===== src/rtl/time_set_ctrl.sv =====
// time_set_ctrl: MODE/UP key sequencer RUN -> SET_HOUR -> SET_MIN -> RUN for the digital clock,
// with TICK-based debounce, UP auto-repeat, setting timeout and per-field blink enables.
module time_set_ctrl #(
    parameter int DEB_TICKS  = 4,
    parameter int REPEAT_DLY = 50,
    parameter int REPEAT_PER = 10,
    parameter int TIMEOUT    = 1000,
    parameter int BLINK_HALF = 25
) (
    input  logic       CLK,
    input  logic       RST,
    input  logic       TICK,
    input  logic       MODE_N,
    input  logic       UP_N,
    output logic       RUN_EN,
    output logic       CLR_SEC,
    output logic       INC_HOUR,
    output logic       INC_MIN,
    output logic       BLINK_H,
    output logic       BLINK_M,
    output logic [1:0] MODE_ST
);
    localparam int DW = $clog2(DEB_TICKS + 1);
    localparam int RW = $clog2((REPEAT_DLY > REPEAT_PER ? REPEAT_DLY : REPEAT_PER) + 1);
    localparam int TW = $clog2(TIMEOUT + 1);
    localparam int BW = $clog2(BLINK_HALF + 1);
    localparam logic [DW-1:0] DEB_LAST = DW'(DEB_TICKS - 1);
    localparam logic [RW-1:0] DLY_LAST = RW'(REPEAT_DLY - 1);
    localparam logic [RW-1:0] PER_LAST = RW'(REPEAT_PER - 1);
    localparam logic [TW-1:0] TO_LAST  = TW'(TIMEOUT - 1);
    localparam logic [BW-1:0] BH_LAST  = BW'(BLINK_HALF - 1);

    typedef enum logic [1:0] {RUN = 2'd0, SET_HOUR = 2'd1, SET_MIN = 2'd2} state_t;

    state_t state, state_nx;
    logic [1:0] sync0, sync1, key, lvl, lvl_nx;
    logic [1:0][DW-1:0] deb_cnt, deb_nx;
    logic [RW-1:0] rep_cnt, rep_nx;
    logic [TW-1:0] to_cnt, to_nx;
    logic [BW-1:0] ph_cnt, ph_nx;
    logic rep_rpt, rpt_nx, phase, phase_nx;
    logic press_mode, press_up, up_hold, setting;
    logic rep_fire, timeout, entry, inc, rep_clr, ph_clr, ph_wrap;

    // bit 0 = MODE, bit 1 = UP; pins idle high so the synchroniser resets to "released"
    always_ff @(posedge CLK or negedge RST) begin
        if (!RST) begin
            sync0   <= 2'b11;
            sync1   <= 2'b11;
            lvl     <= '0;
            deb_cnt <= '0;
        end else begin
            sync0   <= {UP_N, MODE_N};
            sync1   <= sync0;
            lvl     <= lvl_nx;
            deb_cnt <= deb_nx;
        end
    end

    assign key = ~sync1;

    always_comb begin
        lvl_nx = lvl;
        deb_nx = deb_cnt;
        for (int i = 0; i < 2; i++) begin
            if (TICK && key[i] != lvl[i]) begin
                lvl_nx[i] = deb_cnt[i] == DEB_LAST ? key[i] : lvl[i];
                deb_nx[i] = deb_cnt[i] == DEB_LAST ? '0 : deb_cnt[i] + 1'b1;
            end else if (TICK) begin
                deb_nx[i] = '0;
            end
        end
    end

    assign press_mode = ~lvl[0] & lvl_nx[0];
    assign press_up   = ~lvl[1] & lvl_nx[1];
    assign up_hold    = lvl_nx[1];
    assign setting    = state != RUN;

    always_comb begin
        rep_fire = setting && up_hold && !press_up && !press_mode && TICK &&
                   rep_cnt == (rep_rpt ? PER_LAST : DLY_LAST);
        timeout  = setting && TICK && !press_mode && !press_up && !rep_fire && to_cnt == TO_LAST;
        state_nx = state;
        if (press_mode) begin
            if (state == RUN) state_nx = SET_HOUR;
            else if (state == SET_HOUR) state_nx = SET_MIN;
            else state_nx = RUN;
        end else if (timeout) begin
            state_nx = RUN;
        end
        entry    = state_nx != state;
        inc      = setting && !press_mode && (press_up || rep_fire);
        rep_clr  = !setting || entry || !up_hold || press_up;
        rep_nx   = rep_clr || rep_fire ? '0 : TICK ? rep_cnt + 1'b1 : rep_cnt;
        rpt_nx   = !rep_clr && (rep_rpt || rep_fire);
        to_nx    = !setting || entry || press_up || rep_fire ? '0 : TICK ? to_cnt + 1'b1 : to_cnt;
        ph_clr   = !setting || entry || inc;
        ph_wrap  = TICK && ph_cnt == BH_LAST;
        ph_nx    = ph_clr || ph_wrap ? '0 : TICK ? ph_cnt + 1'b1 : ph_cnt;
        phase_nx = !ph_clr && (phase ^ ph_wrap);
    end

    always_ff @(posedge CLK or negedge RST) begin
        if (!RST) begin
            state    <= RUN;
            rep_cnt  <= '0;
            rep_rpt  <= 1'b0;
            to_cnt   <= '0;
            ph_cnt   <= '0;
            phase    <= 1'b0;
            RUN_EN   <= 1'b1;
            CLR_SEC  <= 1'b0;
            INC_HOUR <= 1'b0;
            INC_MIN  <= 1'b0;
        end else begin
            state    <= state_nx;
            rep_cnt  <= rep_nx;
            rep_rpt  <= rpt_nx;
            to_cnt   <= to_nx;
            ph_cnt   <= ph_nx;
            phase    <= phase_nx;
            RUN_EN   <= state_nx == RUN;
            CLR_SEC  <= setting && state_nx == RUN;
            INC_HOUR <= inc && state == SET_HOUR;
            INC_MIN  <= inc && state == SET_MIN;
        end
    end

    assign MODE_ST = state;
    assign BLINK_H = state == SET_HOUR && phase;
    assign BLINK_M = state == SET_MIN && phase;
endmodule


===== config.mk =====
export PLATFORM = sky130hd
export DESIGN_NAME = time_set_ctrl
export DESIGN_NICKNAME = d
export VERILOG_FILES = /design/src/rtl/time_set_ctrl.sv
export SDC_FILE = /design/constraint.sdc
export NUM_CORES = 1
export LEC_CHECK = 0
export CORE_MARGIN = 2
export CORE_UTILIZATION = 45
export CTS_BUF_LIST = sky130_fd_sc_hd__clkbuf_4 sky130_fd_sc_hd__clkbuf_8 sky130_fd_sc_hd__clkbuf_16
export CTS_CLUSTER_SIZE = 30
export DETAILED_ROUTE_END_ITERATION = 16
export PLACE_DENSITY = 0.68
export SYNTH_ARGS = -nofsm -noshare
export SYNTH_HDL_FRONTEND = slang
export SYNTH_SLANG_ARGS = --single-unit

===== constraint.sdc =====
create_clock -name CLK -period 2.72 [get_ports CLK]
set_input_delay 0.544 -clock CLK [delete_from_list [all_inputs] [get_ports CLK]]
set_output_delay 0.544 -clock CLK [all_outputs]
set_load 0.02 [all_outputs]

==> key figures <==
Run status
  • Status: finished, final reports clean

Yosys
  • Cell Area, Synth: 2050 um2
  • Synth Instances: 206
  • Post-synth top area share: 0.438
  • Top cell type by total area after synthesis: dfrtp_1
  • Top cells by area, synth: dfrtp_1, dfstp_2, nor2_1
  • Asr flop ratio synth: 1.00
  • Top_reg_cell synth: dfrtp_1
  • Seq cells post-synth: 41
  • Ys Warns: 0
  • Most frequent cells after synthesis: dfrtp_1, nor2_1, nand2_1, a21oi_1, nand3_1
  • EDFF count, synth: 0
  • Mapped Nets: 218
  • Synth cell types: 44
  • Avg Inst Size Synth: 9.97 um2
  • Top-count cell post-synth: dfrtp_1
  • Seq/Total Area, Yosys: 0.502

Power
  • P_sw: 586 uW
  • Sequential power share: 0.448
  • Leakage: 1.02 nW
  • Sw Ratio: 0.321
  • Pwr/cell area: 774 nW/um2
  • Worst VDD drop: 0.000502 V
  • Clk pwr share: 0.279
  • Comb pwr share: 0.273
  • Internal Power: 1.24 mW

STA
  • RSZ-0062 raised after global routing: false
  • Max Slew Vio Count: 0
  • Worst Tran Pin Value: 0.882 ns
  • F_max: 426 MHz
  • Finish-stage setup viols: 0
  • Fin crit share: 0.862
  • Final Hold Viols: 0
  • Final setup margin: 0.374 ns
  • Setup TNS: 0 ns
  • Worst Skew: 0.00844 ns
  • Tmin final: 2.35 ns
  • Max_slew headroom: 0.412

Drt
  • Met1 wire length: 1.85 mm
  • Routed WL: 3.64 mm
  • Max Used Layer: met4
  • Wire per inst: 13.2 um
  • Remaining DRCs: 0
  • Via Count: 1474
  • Met3 WL post-DR: 111 um
  • First-pass iteration count of the detailed router: 4
  • Vias/cell: 5.34
  • Wire length on met2: 1.60 mm
  • Antenna-violating nets left: 0
  • 1st-iter DRT viols: 74

Critical path
  • WS Path Type: in2reg
  • Worst r2r src: deb_cnt[3]
  • Startpoint class of the critical path: primary input
  • WP data arrival: 2.57 ns
  • Crit-path max FO: 16
  • CP startpoint: TICK
  • Setup crit end kind: register
  • Critical path data required time: 2.95 ns
  • R2r worst-path depth: 6

Layout
  • Post-layout util: 0.538
  • Final instance area: 2360 um2
  • Final nets: 235
  • Diodes inserted: 0
  • Share of layout cells above drive strength 1: 0.107
  • FILL cells: 403
  • Fin cells: 276
  • Layout Area Growth over Synthesis: 14.9%

Floorplan
  • Die Y: 71.6 um
  • Core area: 4380 um2
  • Initial core utilization: 0.469
  • Chip Width: 71.6 um
  • I/O pin total: 13
  • Die ar.: 5120 um2
  • Row Count: 24

Clock network
  • CTS H-Tree Depth: 2
  • Hold-fix buffers, CTS: 0
  • CTS sink cnt: 41
  • Clock latency on the worst-skew pair: 0.30 ns
  • Clock slew at reported path FFs: 0.08 ns
  • Cts repair resizes: 0
  • Post-CTS Setup Repair Bufs: 0
  • Clock Tree Buf Depth: 2
  • CTS tree: built
  • Root buffer cell: clkbuf_8
  • Cts bufs inserted: 5

Placed design
  • Cells after DPL: 268
  • Post-DP HPWL: 2.48 mm
  • Number of I/O port buffers: 12
  • Placed cell areas: 2240 um2
  • Dpl ws: 0.0556 ns
  • GPL Wtd Cong: 0.767

Flow run
  • Max-Cap Viols: 0

GRT
  • Global route overflow: 0
  • Total GRT Usage: 0.165
  • Global-route wire length before repair: 6.43 mm
  • Vias in the first global route: 1419
  • Largest net degree at the start of global routing: 42
  • Initial antenna violation count: 0

Min path
  • Hold WC Path Type: in2async
[power by group through the flow]
stage | registers (mW) | logic (mW) | clock network, mW
after floorplan | 0.818 | 0.395 | 0
after global placement | 0.823 | 0.495 | 0
after detailed placement | 0.825 | 0.507 | 0
after CTS | 0.814 | 0.509 | 0.524
after global routing | 0.833 | 0.569 | 0.551
final | 0.818 | 0.499 | 0.510
[cells in the final DEF (no fill, tap or decap), types with 2 or more instances in the layout]
master           Yosys  routed
dfrtp_1             36      36
nor2_1              32      32
nand2_1             17      17
a21oi_1             12      12
clkdlybuf4s50_1      0      11
nand3_1             10      10
o21ai_0              9       9
inv_1                8       8
xor2_1               7       7
ha_1                 7       7
xnor2_1              6       6
clkbuf_8             0       6
dfstp_2              5       5
nor3_1               5       5
nor3b_1              5       5
and3_1               3       3
nor2b_1              3       3
buf_4                0       3
and3b_1              2       2
or4bb_1              2       2
nand4_1              2       2
nor4b_1              2       2
and2_1               2       2
a22o_1               2       2
a31oi_1              2       2
a2111oi_0            2       2
[cells by family (layout without fill, tap and decap cells)]
| group | count (synthesis) | after routing | share of synthesized area |
|---|---|---|---|
| simple gates | 93 | 93 | 0.239 |
| flops | 41 | 41 | 0.502 |
| compound gates | 37 | 37 | 0.122 |
| buf+inv | 14 | 32 | 0.0329 |
| xor+xnor | 13 | 13 | 0.0554 |
| fa+ha+maj | 7 | 7 | 0.0426 |
| mux | 1 | 1 | 0.00487 |
[routing by layer]
layer	GRT usage	up-vias
met5	0	-
met2	0.253	16
li1	-	754
met1	0.216	696
met4	0.0943	0
met3	0.0380	8
[state kept, by name, summed over array words and instances, names as in the netlist, 2 cells and up]
| signal | count |
|---|---|
| to_cnt | 10 |
| rep_cnt | 6 |
| deb_cnt | 6 |
| lvl | 2 |
| MODE_ST | 2 |
| sync1 | 2 |
| ph_cnt | 5 |
| sync0 | 2 |
[final timing paths]
check                        endpoint  slack [ns]
min                        deb_cnt[0]        0.36
min in group CLK             sync1[1]        0.36
max reg2reg                 ph_cnt[4]        0.57
max in group asynchronous  rep_cnt[5]        1.80
max                         ph_cnt[4]        0.37
min reg2reg                  sync1[1]        0.36
[area by class of cell]
type | instances | area (um2) | share of cell area
Timing Repair Buffer | 16 | 158 | 0.0668
Sequential cell | 41 | 1030 | 0.437
Inverter | 8 | 30.0 | 0.0127
Tap cell | 52 | 65.1 | 0.0276
Multi-Input combinational cell | 151 | 955 | 0.405
Clock inverter | 1 | 30.0 | 0.0127
Clock buffer | 7 | 90.1 | 0.0382
[metrics by stage]
step | power, mW | hold WS (ns)
2_1_floorplan | 1.21 | 0.248
3_3_place_gp | 1.32 | 0.345
3_5_place_dp | 1.33 | 0.347
4_1_cts | 1.85 | 0.358
5_1_grt | 1.95 | 0.363
6_report | 1.83 | 0.357
[worst max-delay path, cell delays in order]
cell	delay, ns
clkdlybuf4s50_1	0.54
nand3b_2	0.14
o32a_4	0.35
and4_4	0.20
or4b_4	0.63
a21oi_1	0.16
Power figures use the tool's default switching activity.
